**config.mk**
```make
export PLATFORM = sky130hd
export DESIGN_NAME = braille_chord_capture
export DESIGN_NICKNAME = d
export VERILOG_FILES = /design/src/rtl/braille_chord_capture.sv
export SDC_FILE = /design/constraint.sdc
export NUM_CORES = 1
export LEC_CHECK = 0
export CORE_AREA = 5 5 90 92
export CTS_BUF_LIST = sky130_fd_sc_hd__clkbuf_4 sky130_fd_sc_hd__clkbuf_8
export CTS_CLUSTER_DIAMETER = 80
export CTS_CLUSTER_SIZE = 24
export DETAILED_ROUTE_END_ITERATION = 10
export DIE_AREA = 0 0 95 97
export PLACE_DENSITY = 0.7
export SLEW_MARGIN = 15
export SYNTH_ARGS = -nofsm -noshare
export SYNTH_HDL_FRONTEND = slang
export SYNTH_SLANG_ARGS = --single-unit
```
**constraint.sdc**
```tcl
create_clock -name clk -period 3.24 [get_ports clk]
set_clock_uncertainty 0.2 [all_clocks]
set_input_delay 0.324 -clock clk [delete_from_list [all_inputs] [get_ports clk]]
set_output_delay 0.324 -clock clk [all_outputs]
set_load 0.1 [all_outputs]
```
**src/rtl/braille_chord_capture.sv**
```systemverilog
// Braille chord front end: synchronises and debounces six dot switches, then
// accumulates a chord while any dot is held and emits it once on full release.
module braille_chord_capture #(
  parameter int DEBOUNCE_CYCLES = 16,
  parameter int HOLD_MAX        = 4096
) (
  input  logic       clk,
  input  logic       rst,
  input  logic [5:0] dots_in,
  input  logic       clear_in,
  output logic [5:0] palph_out,
  output logic       load_out,
  output logic       busy,
  output logic       err_pulse
);

  localparam int DW = $clog2(DEBOUNCE_CYCLES) + 1;
  localparam int HW = $clog2(HOLD_MAX + 1);
  localparam logic [DW-1:0] DB_LAST   = DW'(DEBOUNCE_CYCLES - 1);
  localparam logic [HW-1:0] HOLD_LAST = HW'(HOLD_MAX - 1);

  localparam logic [1:0] IDLE    = 2'd0;
  localparam logic [1:0] COLLECT = 2'd1;
  localparam logic [1:0] EMIT    = 2'd2;
  localparam logic [1:0] ABORT   = 2'd3;

  logic [5:0]    sync1;
  logic [5:0]    sync2;
  logic [5:0]    stable;
  logic [DW-1:0] db_cnt [6];
  logic [1:0]    state;
  logic [5:0]    acc;
  logic [HW-1:0] hold;
  logic          released;
  logic          timeout;

  always_ff @(posedge clk or posedge rst) begin
    if (rst) begin
      sync1 <= '0;
      sync2 <= '0;
    end else begin
      sync1 <= dots_in;
      sync2 <= sync1;
    end
  end

  // A dot only flips after DEBOUNCE_CYCLES consecutive disagreeing samples.
  always_ff @(posedge clk or posedge rst) begin
    if (rst) begin
      stable <= '0;
      for (int i = 0; i < 6; i++) db_cnt[i] <= '0;
    end else begin
      for (int i = 0; i < 6; i++) begin
        if (sync2[i] != stable[i]) begin
          if (db_cnt[i] == DB_LAST) begin
            stable[i] <= sync2[i];
            db_cnt[i] <= '0;
          end else begin
            db_cnt[i] <= db_cnt[i] + 1'b1;
          end
        end else begin
          db_cnt[i] <= '0;
        end
      end
    end
  end

  assign released  = (stable == 6'd0);
  assign timeout   = (hold == HOLD_LAST);
  assign err_pulse = (state == COLLECT) && !clear_in && !released && timeout;
  assign load_out  = (state == EMIT);
  assign busy      = (state == COLLECT) || (state == ABORT);

  // Cancel outranks release, which outranks the hold timeout.
  always_ff @(posedge clk or posedge rst) begin
    if (rst) begin
      state     <= IDLE;
      acc       <= '0;
      hold      <= '0;
      palph_out <= '0;
    end else begin
      case (state)
        IDLE: begin
          if (!released) begin
            acc   <= stable;
            hold  <= '0;
            state <= COLLECT;
          end
        end
        COLLECT: begin
          if (!timeout) hold <= hold + 1'b1;
          if (clear_in) begin
            acc   <= '0;
            state <= released ? IDLE : ABORT;
          end else if (released) begin
            palph_out <= acc;
            state     <= EMIT;
          end else if (timeout) begin
            acc   <= '0;
            state <= ABORT;
          end else begin
            acc <= acc | stable;
          end
        end
        EMIT: begin
          acc   <= '0;
          state <= IDLE;
        end
        default: begin
          acc <= '0;
          if (released) state <= IDLE;
        end
      endcase
    end
  end

endmodule

```
; ---- Yosys cells after proc, flatten, opt, wreduce, memory -nomap -nowiden
; Index checks and enable logic that the tools add are counted.
[word_totals]
register_bits = 75
input_bits = 9
out_inout_bits = 9
elab_cells = 94
[op_classes]
addsub = 7
eq_ne = 20
n_mux = 27
bitwise = 2
n_reduce_logical = 20
[ops]
columns = cell, count
row1 = two-way mux 5 bit, 12
row2 = "adder 5 x 1 -> 5 bit, second input constant", 6
row3 = "== test 5 x 4 -> 1 bit, second input constant", 6
row4 = two-way mux 13 bit, 2
row5 = one-hot mux 13 bit (2 select lines), 1
row6 = two-way mux 6 bit, 4
row7 = AND reduction 2 bit, 7
row8 = "adder 13 x 1 -> 13 bit, second input constant", 1
row9 = "== test 13 x 12 -> 1 bit, second input constant", 1
row10 = two-way mux 2 bit, 6
row11 = one-hot mux 6 bit (2 select lines), 1
row12 = AND reduction 3 bit, 3
row13 = zero test 6 bit, 1
row14 = != test 1 bit, 6
row15 = OR 6 bit, 1
row16 = one-hot mux 2 bit (3 select lines), 1
row17 = "== test 2 bit, second input constant", 2
row18 = "!= test 2 bit, second input constant", 2
row19 = "!= test 4 bit, second input constant", 1
row20 = nonzero test 4 bit, 1
row21 = logical AND 1 bit, 3
row22 = "!= test 3 bit, second input constant", 1
row23 = "== test 2 x 1 -> 1 bit, second input constant", 1
row24 = zero test 1 bit, 2
row25 = 4 further kinds, 4

; ---- Logic depth before layout (Yosys ltp)
; Gate-level depths: netlist of the first run.
[logic_depth]
depth_word = 5
depth_mapped = 6
ltp_nobuf = 5

; ---- Worst setup path before layout of the first run
; No wires, ideal clock.
[synth_timing]
kind = register to output
startpoint = register hold[0]
endpoint = output err_pulse
t_arrival_ps = 3444
required_time_ps = 2716
slack_ps = -728
path_stages_with_launch = 5
n_path_buf = 0
cell_sequence = dfrtp_1 ha_1 nand4_1 nor4_1 nor3b_1
[synth_via]
elab_chain_cells = 2
[synth_lines]
columns = item, line_no
row1 = start: declaration, 33  ; logic [HW-1:0] hold;
row2 = start signal: assignment, 91  ; if (!timeout) hold <= hold + 1'b1;
row3 = == test 13 x 12 -> 1 bit, 69  ; assign timeout = (hold == HOLD_LAST);
row4 = logical AND 1 bit, 70  ; assign err_pulse = (state == COLLECT) && !clear_in && !released && timeout;
row5 = end: declaration, 14  ; output logic err_pulse
; No other way between the ends.

; ---- Final worst setup path of the first run
; Same ends and word-level chain as after synthesis.

==> results.json, run 1 <==
{
  "firstDrtPassIters": 4,
  "yosysTopAreaCell": "dfrtp_1",
  "grt-ovfl-total": 0,
  "synth_edf_count": 0,
  "synthFlopType": "dfrtp_1",
  "cap_viol_max_count": 0,
  "clock-sinks": 75,
  "critPathMaxFanout": 5,
  "syn_avg_cell_area_sq_um": 12.2,
  "drt_iter0_markers": 104,
  "slew_headroom_pct": 46.8,
  "finalHoldViolCount": 0,
  "cp.arrival_ns": 2.29,
  "min_period_over_period_pct": 86.7,
  "ios": 18,
  "max-vdd-ir-drop_mv": 0.283,
  "nFillCells": 642,
  "core.rowCount": 31,
  "yosys_warnings": 0,
  "crit_buf_inv": 1,
  "cts-root-buf": "clkbuf_8",
  "syn_to_final_growth_pct": 16.1,
  "layout_commonest_cell": "dfrtp_1",
  "die_w_um": 95,
  "grt_use_total_pct": 12.9,
  "synthTopCellsByArea": "dfrtp_1, xor2_1, mux2_2",
  "power_density_nw_per_um2": 516,
  "placed_cell_area_sq_um": 3400,
  "min-delay-path-class": "reg2reg",
  "slowest_stage": "nor4_1",
  "r2r_cells": 5,
  "drive_gt1_share_pct": 18.6,
  "antenna_found_initial": 0,
  "drcViolationCount": 0,
  "path_class": "reg2out",
  "finalInstanceArea_sq_um": 3630,
  "numCtsBuffers": 9,
  "min_path_cells": 0,
  "grt_pass1_wl_mm": 9.29,
  "critPathRequiredTime_ns": 2.72,
  "fmax_ghz": 0.356,
  "core_sq_um": 7140,
  "start_util_pct": 43.8,
  "final_cell_mix": "dfrtp_1, nor2_1, xor2_1, nand3_1, mux2_2",
  "syn_inst": 256,
  "h-tree-depth": 3,
  "cp-end-kind": "output port",
  "diodes": 0,
  "crit_path_max_incr_delay_ns": 0.50,
  "die_h_um": 97,
  "holdBufCountCts": 0,
  "grt_max_degree": 33,
  "tightest_slew_ns": 0.789,
  "ys_ff_latch": 75,
  "die_area_sq_um": 9220,
  "wl_per_cell_um": 13.6,
  "nets": 296,
  "synth_cell_types": 39,
  "vias": 1944,
  "clk_path_buf_depth": 2,
  "viasPerCell": 5.06,
  "cts_tree": "yes",
  "status": "finished clean",
  "startpoint_type": "register",
  "path_clk_slew_ns": 0.07,
  "grt_pass1_vias": 1961,
  "antenna_left": 0,
  "crit_chain": "ha_1, nand4_1, nor4_1, nor3b_2, buf_4",
  "min_period_ns": 2.81,
  "insertion_delay_ns": 0.34,
  "synth_top_area_share_pct": 60.0,
  "rsz0062_at_grt": "no",
  "crit_family": "simple AND/OR/NAND/NOR gates",
  "syn_nets": 272,
  "netlist_area_sq_um": 3130,
  "ys_seq_area_share_pct": 60.0,
  "finalMaxSlewViolations": 0,
  "ys_async_sr_fraction_pct": 100,
  "setup_tns_ns": 0,
  "finalWirelength_mm": 5.24,
  "io_buffers": 17,
  "path_depth": 5,
  "cts_resized": 0,
  "post_cts_buffers": 0,
  "dpl.hpwl_mm": 3.68,
  "place.gp.congestion": 0.755,
  "p_leak_nw": 1.78,
  "setup_violations": 0
}
==> routing by layer <==
metal	GRT usage, %	part of all wire [%]	vias up
met1	17.5	46	954
li1	-	-	949
met4	4.00	1.5	0
met3	4.89	3.9	7
met2	19.0	48	34
met5	0	0	-
==> worst reg2reg max path, stage by stage (launching register included) <==
cell,delay (ns)
dfrtp_1,0.39
ha_1,0.25
nand4_1,0.21
o41ai_2,0.76
o21ai_0,0.26
a21oi_1,0.18
==> through the flow <==
step / setup slack (ns) / utilization, % / hold WS, ns / cells / power, W
finish: 0.431 / 50.9 / 0.152 / 384 / 0.00187
detailed placement: 0.813 / 47.7 / 0.137 / 368 / 0.00108
floorplan: 0.259 / - / 0.131 / 256 / 0.00105
global placement: 0.885 / 47.7 / 0.133 / 368 / 0.00108
CTS: 0.424 / 50.9 / 0.153 / 384 / 0.00190
global route: 0.235 / 50.9 / 0.174 / 384 / 0.00195
==> synth_stat cells, types with 3 or more instances <==
library cell / instances
a21oi_1: 5
mux2_2: 12
xor2_1: 19
nor4_1: 3
nor2_1: 25
nand4_1: 4
o211ai_1: 4
a22o_2: 6
dfrtp_1: 75
nand2b_1: 3
ha_1: 7
o21ai_0: 9
o31ai_1: 4
and2_1: 10
nand3_1: 18
nor3_1: 4
nand2_1: 6
and3_1: 8
inv_1: 8
==> area by class of cell <==
class                           count  area [sq um]  share of cell area [%]
Sequential cell                    75          1880                    51.7
Clock inverter                      4          72.6                    2.00
Tap cell                           99           124                    3.41
Clock buffer                       12           159                    4.37
Multi-Input combinational cell    167          1190                    32.9
Timing Repair Buffer               19           175                    4.82
Inverter                            8          30.0                   0.827
==> final timing paths <==
path,from,end,slack (ns)
min reg2reg,sync1[4]$_DFF_PP0_,sync2[4]$_DFF_PP0_,0.15
max,hold[0]$_DFFE_PP0P_,err_pulse,0.43
min,sync1[4]$_DFF_PP0_,sync2[4]$_DFF_PP0_,0.15
max in group asynchronous,rst,db_cnt[8]$_DFF_PP0_,2.00
min in group asynchronous,rst,db_cnt[4]$_DFF_PP0_,0.20
max reg2reg,hold[0]$_DFFE_PP0P_,hold[5]$_DFFE_PP0P_,0.93
==> power breakdown <==
group	switching [W]	internal, W
clock network	0.000327	0.000483
logic	0.0000430	0.0000344
registers	0.0000196	0.000965
==> flip-flops by register name, summed over array words and instances (netlist names) <==
| signal | cells |
|---|---|
| sync2 | 6 |
| state | 2 |
| db_cnt | 30 |
| hold | 13 |
| stable | 6 |
| palph_out | 6 |
| sync1 | 6 |
| acc | 6 |
==> cell families (layout without fill, tap and decap cells) <==
family          count (synthesis)  after routing  synth area share, %
compound gates                 37             37                 9.32
xor+xnor                       19             19                 5.32
fa+ha+maj                       7              7                 2.80
buf+inv                        14             43                 2.00
flops                          75             75                 60.0
mux                            13             13                 4.64
simple gates                   91             91                 16.0
Note: power is estimated with default switching activity, not from simulation.
==> inputs of run 2 (changes only) <==
--- a/config.mk
+++ b/config.mk
@@ -11,7 +11,8 @@
 export CTS_CLUSTER_SIZE = 24
 export DETAILED_ROUTE_END_ITERATION = 10
 export DIE_AREA = 0 0 95 97
-export PLACE_DENSITY = 0.7
+export DONT_BUFFER_PORTS = 1
+export PLACE_DENSITY = 0.66
 export SLEW_MARGIN = 15
 export SYNTH_ARGS = -nofsm -noshare
 export SYNTH_HDL_FRONTEND = slang
==> results.json, run 2 (synthesis results as in run 1) <==
{
  "critPathRequiredTime_ns": 2.72,
  "min_period_ns": 2.78,
  "path_class": "reg2out",
  "grt-ovfl-total": 0,
  "power_switching_share_pct": 23.9,
  "wl_per_cell_um": 13.8,
  "grt_pass1_wl_mm": 9.16,
  "cts_tree": "yes",
  "p_leak_nw": 1.75,
  "grt_use_total_pct": 12.8,
  "syn_to_final_growth_pct": 13.1,
  "antenna_found_initial": 0,
  "vias": 1929,
  "fin_ws_ns": 0.461,
  "min_period_over_period_pct": 85.8,
  "clk_path_buf_depth": 2,
  "final_cell_mix": "dfrtp_1, nor2_1, xor2_1, nand3_1, mux2_2",
  "rsz0062_at_grt": "no",
  "r2r_cells": 5,
  "power.switching_w": 0.000411,
  "reg_top3": "db_cnt x30, hold x13",
  "largest_register": "db_cnt",
  "start_util_pct": 43.8,
  "slew_headroom_pct": 38.4,
  "grt_max_degree": 40,
  "numCtsBuffers": 9,
  "place.gp.congestion": 0.778,
  "startpoint_type": "register",
  "drive_gt1_share_pct": 16.9,
  "core_sq_um": 7140,
  "nets": 289,
  "drcViolationCount": 0,
  "drt_iter0_markers": 70,
  "grt_pass1_vias": 1955,
  "clock-sinks": 75,
  "cp.arrival_ns": 2.26,
  "sequentialPowerShare_pct": 57.3,
  "cp-end-kind": "output port",
  "antenna_left": 0,
  "diodes": 0,
  "setup_tns_ns": 0,
  "fmax_ghz": 0.360,
  "holdWs_ns": 0.0728,
  "tightest_slew_ns": 0.924,
  "finalHoldViolCount": 0,
  "cap_viol_max_count": 0,
  "die_w_um": 95,
  "dpl.hpwl_mm": 3.59,
  "layout_commonest_cell": "dfrtp_1",
  "finalMaxSlewViolations": 0,
  "cts-root-buf": "clkbuf_8",
  "power_density_nw_per_um2": 486,
  "min_path_cells": 2,
  "largest_register_ffs": 30,
  "post-route-util_pct": 49.6,
  "p_clk_share_pct": 38.4,
  "io_buffers": 0,
  "nFillCells": 661,
  "firstDrtPassIters": 4,
  "p_comb_share_pct": 4.3,
  "critPathMaxFanout": 5,
  "h-tree-depth": 3,
  "finalWirelength_mm": 5.19,
  "min-delay-path-class": "in2reg",
  "intPower_w": 0.00131,
  "die_area_sq_um": 9220,
  "setup_violations": 0,
  "multi_input_area_sq_um": 1200,
  "status": "finished clean",
  "insertion_delay_ns": 0.35,
  "core.rowCount": 31,
  "post_cts_buffers": 0,
  "die_h_um": 97,
  "viasPerCell": 5.12,
  "post-place-ws_ns": 0.803,
  "path_clk_slew_ns": 0.07,
  "max-vdd-ir-drop_mv": 0.232,
  "ff_latch_area_sq_um": 1880,
  "ios": 18
}
[run 2: repair_timing]
item,4_1_cts,5_1_grt
hold buffers,8,0
gates resized for setup,0,0
hold endpoints to repair,43,0
[run 2: power by group through the flow]
stage | clock [W] | combinational [W] | sequential, W
after floorplan | 0 | 0.0000530 | 0.000998
after global placement | 0 | 0.0000667 | 0.00100
after detailed placement | 0 | 0.0000691 | 0.00100
after CTS | 0.000682 | 0.0000776 | 0.000985
after global routing | 0.000734 | 0.0000897 | 0.000989
final | 0.000660 | 0.0000747 | 0.000985
[run 2: final timing paths]
check                      slack (ns)           startpoint              endpoint
min in group asynchronous        0.37                  rst   db_cnt[8]$_DFF_PP0_
max reg2reg                      0.99  hold[0]$_DFFE_PP0P_   hold[3]$_DFFE_PP0P_
max                              0.46  hold[0]$_DFFE_PP0P_             err_pulse
max in group asynchronous        1.79                  rst   hold[9]$_DFFE_PP0P_
min                              0.07             clear_in  state[1]$_DFFE_PP0P_
min reg2reg                      0.15   sync1[0]$_DFF_PP0_    sync2[0]$_DFF_PP0_
[run 2: stage by stage]
step / total power, W / instance area [sq um] / std cells
floorplan: 0.00105 / 3130 / 256
global placement: 0.00107 / 3280 / 353
global route: 0.00181 / 3540 / 377
detailed placement: 0.00107 / 3280 / 353
CTS: 0.00174 / 3540 / 377
finish: 0.00172 / 3540 / 377
[run 2: area by class of cell]
class,instances,area share (%)
sequential,75,53.0
inverter,8,0.849
multi-input combinational,167,34.0
clock inverter,5,1.03
clock buffer,11,4.10
timing repair buffer,12,3.47
tap,99,3.50
[run 2: critical path: stages (launching register included)]
cell and delay, ns:
dfrtp_1 0.38, ha_1 0.24, nand4_1 0.20, nor4_1 0.52, nor3b_4 0.27, buf_4 0.31
[run 2: per-layer routing]
layer	global-route usage, %	up-vias	share of wire (%)
met5	0	-	0
met1	16.6	959	47
met4	6.88	0	2.2
met3	3.96	11	3.3
li1	-	940	-
met2	19.0	19	47
==> RTL change (flow settings as in run 2) <==
Set the parameter `DEBOUNCE_CYCLES` to 8 (it was 16).
--- a/src/rtl/braille_chord_capture.sv
+++ b/src/rtl/braille_chord_capture.sv
@@ -1,7 +1,7 @@
 // Braille chord front end: synchronises and debounces six dot switches, then
 // accumulates a chord while any dot is held and emits it once on full release.
 module braille_chord_capture #(
-  parameter int DEBOUNCE_CYCLES = 16,
+  parameter int DEBOUNCE_CYCLES = 8,
   parameter int HOLD_MAX        = 4096
 ) (
   input  logic       clk,
Formal check against the unedited RTL: same outputs for any inputs over 10 cycles, from zero or initial values and one cycle with rst high; that may be too few to reach the edited logic, so the function may still have changed.
==> RTL change against run 2 <==
Count of clock-buffer cells in the layout fell by 2; first-iteration DRC count grew 7.1%; synthesized area is 8.7% lower; wire length shrank 4.1%; non-clock buffer count is 3 higher; via count is 0.57% lower; sequential cell count down 6; cell area fell by 6.2%; worst setup slack better by 0.20 ns; synthesized cell count is 5.1% lower; critical path depth is 1 higher; register-to-register slack gained 0.02 ns; critical path type unchanged; critical endpoint unchanged; highest routed layer unchanged.
Power is not compared: it rests on default switching activity, and its combinational part moved more than twofold at a synthesized area within 25%.
==> RTL change: results (changes against run 2) <==
The run finished with clean final reports. The met3 wire length is 297 um (+75%), and the total global routing track utilization is 0.126 (-0.00257). Data arrival time of the critical path: 2.06 ns (-0.20 ns). Max-slew headroom at the worst pin: 0.376 (-0.00830). For the number of buffers created by CTS, the log shows 9 (unchanged). The count of yosys warnings during synthesis was 0 (unchanged); the highest fanout seen on the critical path was 7 (+2). The number of antenna repair diodes is 0 (unchanged), and the met2 track demand over resource in global routing is 0.182 (-0.00813). The count of input and output buffers is 0 (unchanged).

In the synthesized netlist the dominant register cell turns out to be dfrtp_1. In the post-synthesis netlist, the biggest area contributors are dfrtp_1 60%, mux2_2 4.3%, xnor2_1 3.7%, nor2_1 3.5%, ha_1 3.1%. The tools report the number of unique standard cell types used by synthesis as 39 (unchanged). Clock-pin slew was measured on the worst setup and hold paths at 0.08 ns. The number of sinks driven by the clock tree is 69 (-8.0%), and the number of flops mapped to enable cells by yosys is 0 (unchanged).

The part of the Yosys area used for sequential elements is 0.604 (+0.00444). The tools report the root cell of the clock tree as clkbuf_8. Cell count of the worst hold path: 0 (-2).

The logs give 0 (unchanged) for the number of post-CTS setup repair buffers and 390 uV for the maximum VDD drop. The share of layout cells above drive strength 1 was 0.166 (-0.00301); the number of antenna violations at the first check in global routing was 0 (unchanged). The tools report the length of routed met2 wiring as 2270 um (-7.0%). The number of global-route vias before repair is 1843 (-5.7%), and the wire length of the first global-routing pass is 9050 um (-1.2%). The worst hold path belongs to the class reg2reg. The net count after synthesis was 259 (-4.8%). The detailed-route wire length on metal 1 was 2310 um (-5.9%). For the detailed placement HPWL, the log shows 3480 um (-3.1%). The xor and xnor fraction of the mapped netlist area is 0.0368 (-0.0164), and the number of H-tree branching levels is 3 (unchanged).

The adder-cell area share of the yosys netlist works out to 0.0306 (+0.00266). The proportion of synthesized flip-flops having asynchronous set or reset is 1.00 (unchanged). The final-layout fill cell count is 657 (-0.61%), and the met3 track utilization from global routing is 0.0543 (+0.0147).

For the largest net degree at the start of global routing, the log shows 33 (-18%). The residual antenna-violating net count after detailed routing is 0 (unchanged). The met1 demand-to-capacity share in global routing is 0.165 (-0.00175), and the total iterations of the first detailed-routing run is 4 (unchanged). The number of buffers inserted by hold repair at cts was 8 (unchanged); the number of nets at the end of the flow was 282 (-2.4%). The detailed router used layers up to and including met4. In the synthesized netlist, the cells that appear most often are 69 x dfrtp_1, 27 x nor2_1, 17 x nand2_1. Number of DRC markers after the initial detailed-route iteration: 75 (+7.1%). The cell depth of the worst flop-to-flop path was 6 (+1).

Final estimated routing congestion in global placement: 0.798 (+2.5%). The synthesized-area fraction occupied by ao, oa, aoi and oai cells is 0.0972 (+0.00404). The post-synthesis mux area share is 0.0473 (+0.000904), and the post-detailed-routing wire length is 4970 um (-4.1%). The detail-routed via count per cell came out at 5.18 (+1.3%). In the final layout, the registers with the most flip-flops are db_cnt: 24 flops, hold: 13 flops.

The run gives 2 (unchanged) as the maximum count of clock buffers along a single path.
[RTL change: layout make-up]
| class | instances | area, sq um | area share |
|---|---|---|---|
| clock buffer | 9 | 124 | 0.0373 |
| clock inverter | 7 | 90.1 | 0.0271 |
| inverter | 3 | 11.3 | 0.00339 |
| multi-input combinational | 168 | 1110 | 0.334 |
| sequential | 69 | 1730 | 0.520 |
| tap | 99 | 124 | 0.0373 |
| timing repair buffer | 15 | 133 | 0.0400 |
[RTL change: final timing paths]
path	slack, ns	endpoint	startpoint
setup / recovery	0.66	err_pulse	hold[0]
hold / removal	0.15	sync2[5]	sync1[5]
setup reg to reg	1.01	hold[3]	hold[0]
hold reg to reg	0.15	sync2[5]	sync1[5]
max in group asynchronous	1.88	db_cnt[21]	rst
min in group asynchronous	0.22	sync1[3]	rst
[RTL change: worst max-delay path, stage by stage, from the launching register on]
cell and delay (ns):
dfrtp_1 0.41, ha_1 0.20, nand3_2 0.17, nor4_2 0.30, buf_4 0.19, and3_1 0.16, buf_4 0.29
[RTL change: power by group through the flow]
stage | Sequential (W) | Combinational (W) | Clock, W
detailed placement | 0.00132 | 0.000826 | 0
global route | 0.00134 | 0.000940 | 0.000803
finish | 0.00130 | 0.000826 | 0.000744
CTS | 0.00131 | 0.000840 | 0.000769
floorplan | 0.00126 | 0.000669 | 0
global placement | 0.00131 | 0.000809 | 0
[RTL change: stage by stage]
step / utilization / area [sq um] / hold slack [ns] / cells / setup WS [ns]
after floorplan: - / 2860 / 0.131 / 243 / 0.634
after global placement: 0.424 / 3020 / 0.0164 / 346 / 1.07
after detailed placement: 0.424 / 3020 / 0.0274 / 346 / 1.04
after CTS: 0.465 / 3320 / 0.143 / 370 / 0.650
after global routing: 0.465 / 3320 / 0.153 / 370 / 0.582
final: 0.465 / 3320 / 0.149 / 370 / 0.658
